===== src/rtl/hazard_unit_pkg.sv =====
// Shared definitions for the hazard unit and the ID-stage operand muxes:
// forwarding-select encoding and the shadow-pipeline entry layout.
package hazard_unit_pkg;

    localparam logic [1:0] FWD_RF  = 2'b00;
    localparam logic [1:0] FWD_EX  = 2'b01;
    localparam logic [1:0] FWD_MEM = 2'b10;
    localparam logic [1:0] FWD_WB  = 2'b11;

    typedef struct packed {
        logic       we;
        logic [4:0] wr;
        logic       load;
    } shadow_t;

    localparam int SH_W = $bits(shadow_t);

    // True when an in-flight entry writes the register a used source reads.
    // x0 is hard-wired to zero and never counts as a producer.
    function automatic logic entry_match(input shadow_t entry, input logic [4:0] rs,
                                         input logic used);
        return entry.we && (entry.wr == rs) && (rs != 5'd0) && used;
    endfunction

endpackage


===== src/rtl/hazard_shadow_stage.sv =====
// One stage of the destination-tracking shadow pipeline; a bubble request
// loads an empty entry instead of the incoming one.
module hazard_shadow_stage
    import hazard_unit_pkg::*;
(
    input  logic            clk,
    input  logic            rst,
    input  logic            bubble,
    input  logic [SH_W-1:0] d,
    output logic [SH_W-1:0] q
);

    logic [SH_W-1:0] entry_reg;

    always_ff @(posedge clk) begin
        if (rst) begin
            entry_reg <= '0;
        end else if (bubble) begin
            entry_reg <= '0;
        end else begin
            entry_reg <= d;
        end
    end

    assign q = entry_reg;

endmodule


===== src/rtl/hazard_unit.sv =====
// Pipeline hazard detection: tracks in-flight destinations in a private
// shadow pipeline, drives forwarding selects, stall/flush controls and counters.
module hazard_unit
    import hazard_unit_pkg::*;
#(
    parameter int FORWARD_EN     = 1,
    parameter int RF_WRITE_FIRST = 1,
    parameter int CNT_W          = 32
) (
    input  logic             clk,
    input  logic             rst,
    input  logic [4:0]       ID_rs1,
    input  logic [4:0]       ID_rs2,
    input  logic [1:0]       ID_rf_re,
    input  logic             ID_rf_we,
    input  logic [4:0]       ID_wR,
    input  logic             ID_is_load,
    input  logic             EX_redirect,
    output logic             pc_stall,
    output logic             if_id_stall,
    output logic             if_id_flush,
    output logic             control_hazard,
    output logic             data_hazard,
    output logic [1:0]       fwd_sel1,
    output logic [1:0]       fwd_sel2,
    output logic [CNT_W-1:0] stall_cnt,
    output logic [CNT_W-1:0] flush_cnt
);

    localparam logic FWD_ON  = (FORWARD_EN != 0);
    localparam logic WB_LIVE = (RF_WRITE_FIRST == 0);

    logic [SH_W-1:0] id_bits;
    logic [SH_W-1:0] sh_ex_bits;
    logic [SH_W-1:0] sh_mem_bits;
    logic [SH_W-1:0] sh_wb_bits;
    shadow_t         id_entry;
    shadow_t         sh_ex;
    shadow_t         sh_mem;
    shadow_t         sh_wb;
    logic            bubble;
    logic            raw_stall;
    logic            unused_load;

    assign id_entry    = '{we: ID_rf_we, wr: ID_wR, load: ID_is_load};
    assign id_bits     = id_entry;
    assign sh_ex       = shadow_t'(sh_ex_bits);
    assign sh_mem      = shadow_t'(sh_mem_bits);
    assign sh_wb       = shadow_t'(sh_wb_bits);
    assign unused_load = sh_mem.load ^ sh_wb.load;

    // Only the EX entry can be squashed; older entries always advance.
    hazard_shadow_stage u_sh_ex (
        .clk    (clk),
        .rst    (rst),
        .bubble (bubble),
        .d      (id_bits),
        .q      (sh_ex_bits)
    );

    hazard_shadow_stage u_sh_mem (
        .clk    (clk),
        .rst    (rst),
        .bubble (1'b0),
        .d      (sh_ex_bits),
        .q      (sh_mem_bits)
    );

    hazard_shadow_stage u_sh_wb (
        .clk    (clk),
        .rst    (rst),
        .bubble (1'b0),
        .d      (sh_mem_bits),
        .q      (sh_wb_bits)
    );

    logic [4:0] src_rs [2];
    logic [1:0] src_sel [2];
    logic [1:0] match_ex;
    logic [1:0] match_mem;
    logic [1:0] match_wb;
    logic [1:0] load_use;
    logic [1:0] wait_retire;

    assign src_rs[0] = ID_rs1;
    assign src_rs[1] = ID_rs2;

    generate
        for (genvar gi = 0; gi < 2; gi++) begin : g_src
            assign match_ex[gi]  = entry_match(sh_ex,  src_rs[gi], ID_rf_re[gi]);
            assign match_mem[gi] = entry_match(sh_mem, src_rs[gi], ID_rf_re[gi]);
            assign match_wb[gi]  = entry_match(sh_wb,  src_rs[gi], ID_rf_re[gi]);

            assign load_use[gi]    = match_ex[gi] & sh_ex.load;
            assign wait_retire[gi] = match_ex[gi] | match_mem[gi] | (match_wb[gi] & WB_LIVE);

            // Youngest producer wins; a write-first regfile already covers WB.
            assign src_sel[gi] = !FWD_ON                 ? FWD_RF  :
                                 match_ex[gi]            ? FWD_EX  :
                                 match_mem[gi]           ? FWD_MEM :
                                 (match_wb[gi] & WB_LIVE) ? FWD_WB  : FWD_RF;
        end
    endgenerate

    assign raw_stall = FWD_ON ? (|load_use) : (|wait_retire);

    // A redirect makes the ID instruction wrong-path, so it overrides any stall
    // and lets the PC take the branch target.
    always_comb begin
        control_hazard = 1'b0;
        if_id_flush    = 1'b0;
        data_hazard    = 1'b0;
        pc_stall       = 1'b0;
        if_id_stall    = 1'b0;
        if (EX_redirect) begin
            control_hazard = 1'b1;
            if_id_flush    = 1'b1;
        end else if (raw_stall) begin
            data_hazard = 1'b1;
            pc_stall    = 1'b1;
            if_id_stall = 1'b1;
        end
    end

    assign bubble   = control_hazard | data_hazard;
    assign fwd_sel1 = src_sel[0];
    assign fwd_sel2 = src_sel[1];

    logic [CNT_W-1:0] stall_cnt_reg;
    logic [CNT_W-1:0] flush_cnt_reg;
    logic [CNT_W-1:0] stall_cnt_next;
    logic [CNT_W-1:0] flush_cnt_next;

    always_comb begin
        stall_cnt_next = stall_cnt_reg;
        flush_cnt_next = flush_cnt_reg;
        if (data_hazard && (stall_cnt_reg != {CNT_W{1'b1}})) begin
            stall_cnt_next = stall_cnt_reg + 1'b1;
        end
        if (control_hazard && (flush_cnt_reg != {CNT_W{1'b1}})) begin
            flush_cnt_next = flush_cnt_reg + 1'b1;
        end
    end

    always_ff @(posedge clk) begin
        if (rst) begin
            stall_cnt_reg <= '0;
            flush_cnt_reg <= '0;
        end else begin
            stall_cnt_reg <= stall_cnt_next;
            flush_cnt_reg <= flush_cnt_next;
        end
    end

    assign stall_cnt = stall_cnt_reg;
    assign flush_cnt = flush_cnt_reg;

endmodule


===== config.mk =====
export PLATFORM = sky130hd
export DESIGN_NAME = hazard_unit
export DESIGN_NICKNAME = d
export VERILOG_FILES = /design/src/rtl/hazard_unit_pkg.sv /design/src/rtl/hazard_shadow_stage.sv /design/src/rtl/hazard_unit.sv
export SDC_FILE = /design/constraint.sdc
export NUM_CORES = 1
export LEC_CHECK = 0
export ABC_AREA = 1
export CAP_MARGIN = 20
export CORE_MARGIN = 2
export CORE_UTILIZATION = 35
export DETAILED_ROUTE_END_ITERATION = 6
export SYNTH_ARGS = -nofsm -noshare
export SYNTH_HDL_FRONTEND = slang
export SYNTH_HIERARCHICAL = 1
export SYNTH_SLANG_ARGS = --single-unit
export TNS_END_PERCENT = 50

===== constraint.sdc =====
create_clock -name clk -period 2.6 [get_ports clk]
set_clock_uncertainty 0.1 [all_clocks]
set_input_delay 0.26 -clock clk [delete_from_list [all_inputs] [get_ports clk]]
set_output_delay 0.26 -clock clk [all_outputs]
set_load 0.01 [all_outputs]

* After elaboration in Yosys (flattened, before gate mapping) *
Index checks and enable logic that the tools add are counted.

storage, ports and cells
  flip-flop bits (word level) = 78
  input bits = 22
  logic and storage cells = 40
  output and inout bits = 73

cells by class
  add/sub/neg operators = 2
  mux-type cells = 7
  equal/unequal tests = 6
  bitwise gates (word level) = 3
  reductions and logical operators = 18

operators by type and width
  kind                     number
  $add A32 B1 Y32 const B  2
  $ne A32 B32 Y1 const B   2
  $eq A5 B5 Y1             4
  $logic_and A1 B1 Y1      14
  $reduce_bool A5 Y1       2
  $mux W2                  4
  $reduce_or A2 Y1         2
  $mux W1                  3
  $and A1 B1 Y1            2
  $or A1 B1 Y1             1

* Logic depth before layout (Yosys ltp) *
  depth in word-level cells = 10
  depth in mapped cells = 13
  gate-level depth less buffers = 12

* Modules after synthesis *
Netlist, hierarchy kept.

modules (own cells, without submodules)
  module               seq. area each (µm²)  times used  cells an instance  area each (µm²)
  hazard_unit          1281.2                1           795                4571.9
  hazard_shadow_stage  140.1                 2           24                 229.0

* Worst setup path before layout *
OpenSTA, ideal clock, no wires.

  path kind = reg2reg
  start point = register flush_cnt_reg[0], in the netlist flush_cnt[0]
  end point = register flush_cnt_reg[10], in the netlist flush_cnt[10]
  clock period less this slack = 1.903 ns
  setup slack = 0.697 ns
  data required time = 2.368 ns
  data arrival time = 1.670 ns
  path buffers = 1
  setup time = 0.132 ns
  cell stages (with the launch flop) = 12
  path through = dfxtp_1 -> ha_1 -> inv_1 -> nor3_4 -> nand2_2 -> nor2_4 -> nand2_1 -> nand2_2 -> inv_2 -> clkbuf_1 -> nand2_1 -> a21oi_1

between the ends
  cells in the longest elaborated chain, start to end = 2
  elaborated cells between the ends (all ways) = 3
  classes of those cells = add/sub: 1; eq/ne: 1; reduce/logical: 1

ends and longest elaborated chain
  item                                                     RTL line            text
  from (decl)                                              hazard_unit.sv:130  logic [CNT_W-1:0] flush_cnt_reg;
  from (signal assigned)                                   hazard_unit.sv:151  flush_cnt_reg <= flush_cnt_next;
  branches (longest 2 deep; another with $add A32 B1 Y32)  -

Parallel ways; which one is timed is not known.
A chain may end at the register's enable or synchronous reset.

* Worst setup path in the final report *
  start point = input ID_rs2[3]
  end point = output data_hazard

between the ends
  cells in the longest elaborated chain, start to end = 8
  elaborated cells between the ends (all ways) = 9
  classes of those cells = eq/ne: 1; mux: 2; bitwise: 1; reduce/logical: 5

ends and longest elaborated chain
  item                                  RTL line               text
  from (decl)                           hazard_unit.sv:13      input logic [4:0] ID_rs2,
  $eq A5 B5 Y1                          hazard_unit_pkg.sv:22  return entry.we && (entry.wr == rs) && (rs != 5'd0) && used;
  $logic_and A1 B1 Y1                   hazard_unit_pkg.sv:22
  $logic_and A1 B1 Y1 (*) (2 in a row)  hazard_unit_pkg.sv:22
  $and A1 B1 Y1 (*)                     hazard_unit.sv:94      assign load_use[gi] = match_ex[gi] & sh_ex.load;
  $reduce_or A2 Y1 (*)                  hazard_unit.sv:105     assign raw_stall = FWD_ON ? (|load_use) : (|wait_retire);
  $mux W1 (*)                           hazard_unit.sv:118     end else if (raw_stall) begin
  $mux W1 (*)                           hazard_unit.sv:115     if (EX_redirect) begin
  to (decl)                             hazard_unit.sv:23      output logic data_hazard,

Every way passes the cells marked *; elsewhere a longest branch is shown, timed or not.

==> impl_results.md <==
- Status: completed
- Worst IR Drop VDD: approximately 0.24 mV
- WL/cell: 12.13 um
- Max-slew violations: 0
- Final nets: 954
- Clock Sinks: 77
- Critical Setup Path Class: input pin to output pin
- Postcts setup bufs: 0
- Layout filler cell count: 1,465
- Port Buf Inserts: 94
- Overall Power: 2.598 mW
- # IOs: 95
- Crit path time final: ~2400 ps
- Pin count of the biggest net entering global routing: 50
- Final period util: 0.9341
- # DRC: 0
- Final GP Congestion: 0.8653
- P_leak: roughly 2.6 nW
- Synth Net Count: about 860
- Drt first pass iters: 5
- Chip Height: about 120 um
- # hold bufs at CTS: 0
- Vias in the first global route: 4,447
- Crit. End Element: output pin
- HPWL Detailed: 10,160 um
- Hold Crit Class: input pin to flop
- Place WS: about 110 ps
- CP Max Fanout: 3
- P&R area growth vs syn: 28.33%
- Routed Antenna Nets: 0
- Hold Violations, Final: 0
- Gate Count Post-Synth: 840
- Die W: around 120 um
- Total Routed Length: 13,500 um
- Total GRT Usage: 0.1812
- Post-Synthesis Cell Area: 0.005000 mm2
- Yosys warnings: 6
- Clk Latency, worst-skew pair: 340 ps
- Core footprint: 0.01393 mm2
- CTS tree: yes
- Arrival @ worst endpoint: 2070 ps
- TritonCTS buffer count: 9
- PD cells: slightly above 400 mW/mm2
- Syn_area_per_cell: 5.952 um2
- Worst-path clk slew: 60 ps
- Most frequent cells in the layout: nand2_1, nor2_1, inv_1, clkdlybuf4s50_1, dfxtp_1
- Max H-tree Level: 3
- Core Util, Final: 0.4604
- Initial Util: 0.3588
- Share of layout cells above drive strength 1: 0.05788
- DR iter-0 viols: 353
- Commonest non-fill, non-tap cell in the layout: nand2_1
- DR vias/cell: 4.663
- Final setup fails: 0
- RSZ-0062 raised after global routing: false
- Root Driver: clkbuf_16
- Req. time, crit path: 2240 ps
- Slew @ Worst Pin: between 600 and 700 ps
- Vias: 5,190
- Max Cap Violations: 0
- Worst setup SP type: input pin
- Post-CTS sizing: 0
- Die area: 0.01526 mm2
- Max Root-Sink Buffers: 2
- Ant. Diodes: 0
- Setup tns final: 0 ps
- Max_slew headroom: 0.5651
- Gr ovfl total: 0
- Final WS setup: 171.3 ps
- Initial antenna violation count: 0
- Fmax: 0.4117 GHz
- Global-route wire length before repair: 21,570 um
- Num rows: 43
worst max-delay path: stages:
cell             delay (ps)
clkdlybuf4s50_1         520
inv_1                    90
nand2_1                  60
nand2_1                  40
inv_1                    40
nand2_1                  60
nor2_1                  100
nand3_1                 130
a21oi_2                 200
clkdlybuf4s50_1         560
per-stage QoR:
| stage | std cells | hold slack, ps | cell area, um2 |
|---|---|---|---|
| 2_1_floorplan | 840 | 286.5 | 5000 |
| 3_3_place_gp | 1099 | 365.7 | 6128 |
| 3_5_place_dp | 1099 | 365.4 | 6128 |
| 4_1_cts | 1113 | 348.7 | 6410 |
| 5_1_grt | 1113 | 363.6 | 6416 |
| 6_report | 1113 | 353.7 | 6416 |
layout make-up:
| cell class | count | area, um2 | area share |
|---|---|---|---|
| Multi-Input combinational cell | 623 | 2897 | 0.4514 |
| Sequential cell | 77 | 1541 | 0.2402 |
| Timing Repair Buffer | 103 | 1036 | 0.1615 |
| Inverter | 116 | 435.4 | 0.06786 |
| Clock buffer | 12 | 246.5 | 0.03842 |
| Tap cell | 180 | 225.2 | 0.03510 |
| Clock inverter | 2 | 35.03 | 0.005460 |
power breakdown:
part	internal [mW]	total, mW	switching, mW
registers	1.19	1.20	0.0111
clock network	0.758	1.24	0.478
logic	0.0687	0.162	0.0935
metal layers:
metal  wire length (um)  up-vias  GRT usage
met5                  0        -          0
met4                193        0    0.06463
met3                626       13    0.03090
met2               5944      124     0.2734
met1               6738     2297     0.2588
li1                   -     2756          -
worst paths after layout:
kind                            slack [ps]            end  cells after the start         start
worst max-delay path                   170    data_hazard                     10     ID_rs2[3]
worst max register to register         440   flush_cnt[0]                     10  flush_cnt[0]
worst min register to register         370  u_sh_mem/q[6]                      2  u_sh_ex/q[6]
worst min-delay path                   350   u_sh_ex/q[5]                      3      ID_wR[4]
(Power assumes the default switching activity.)
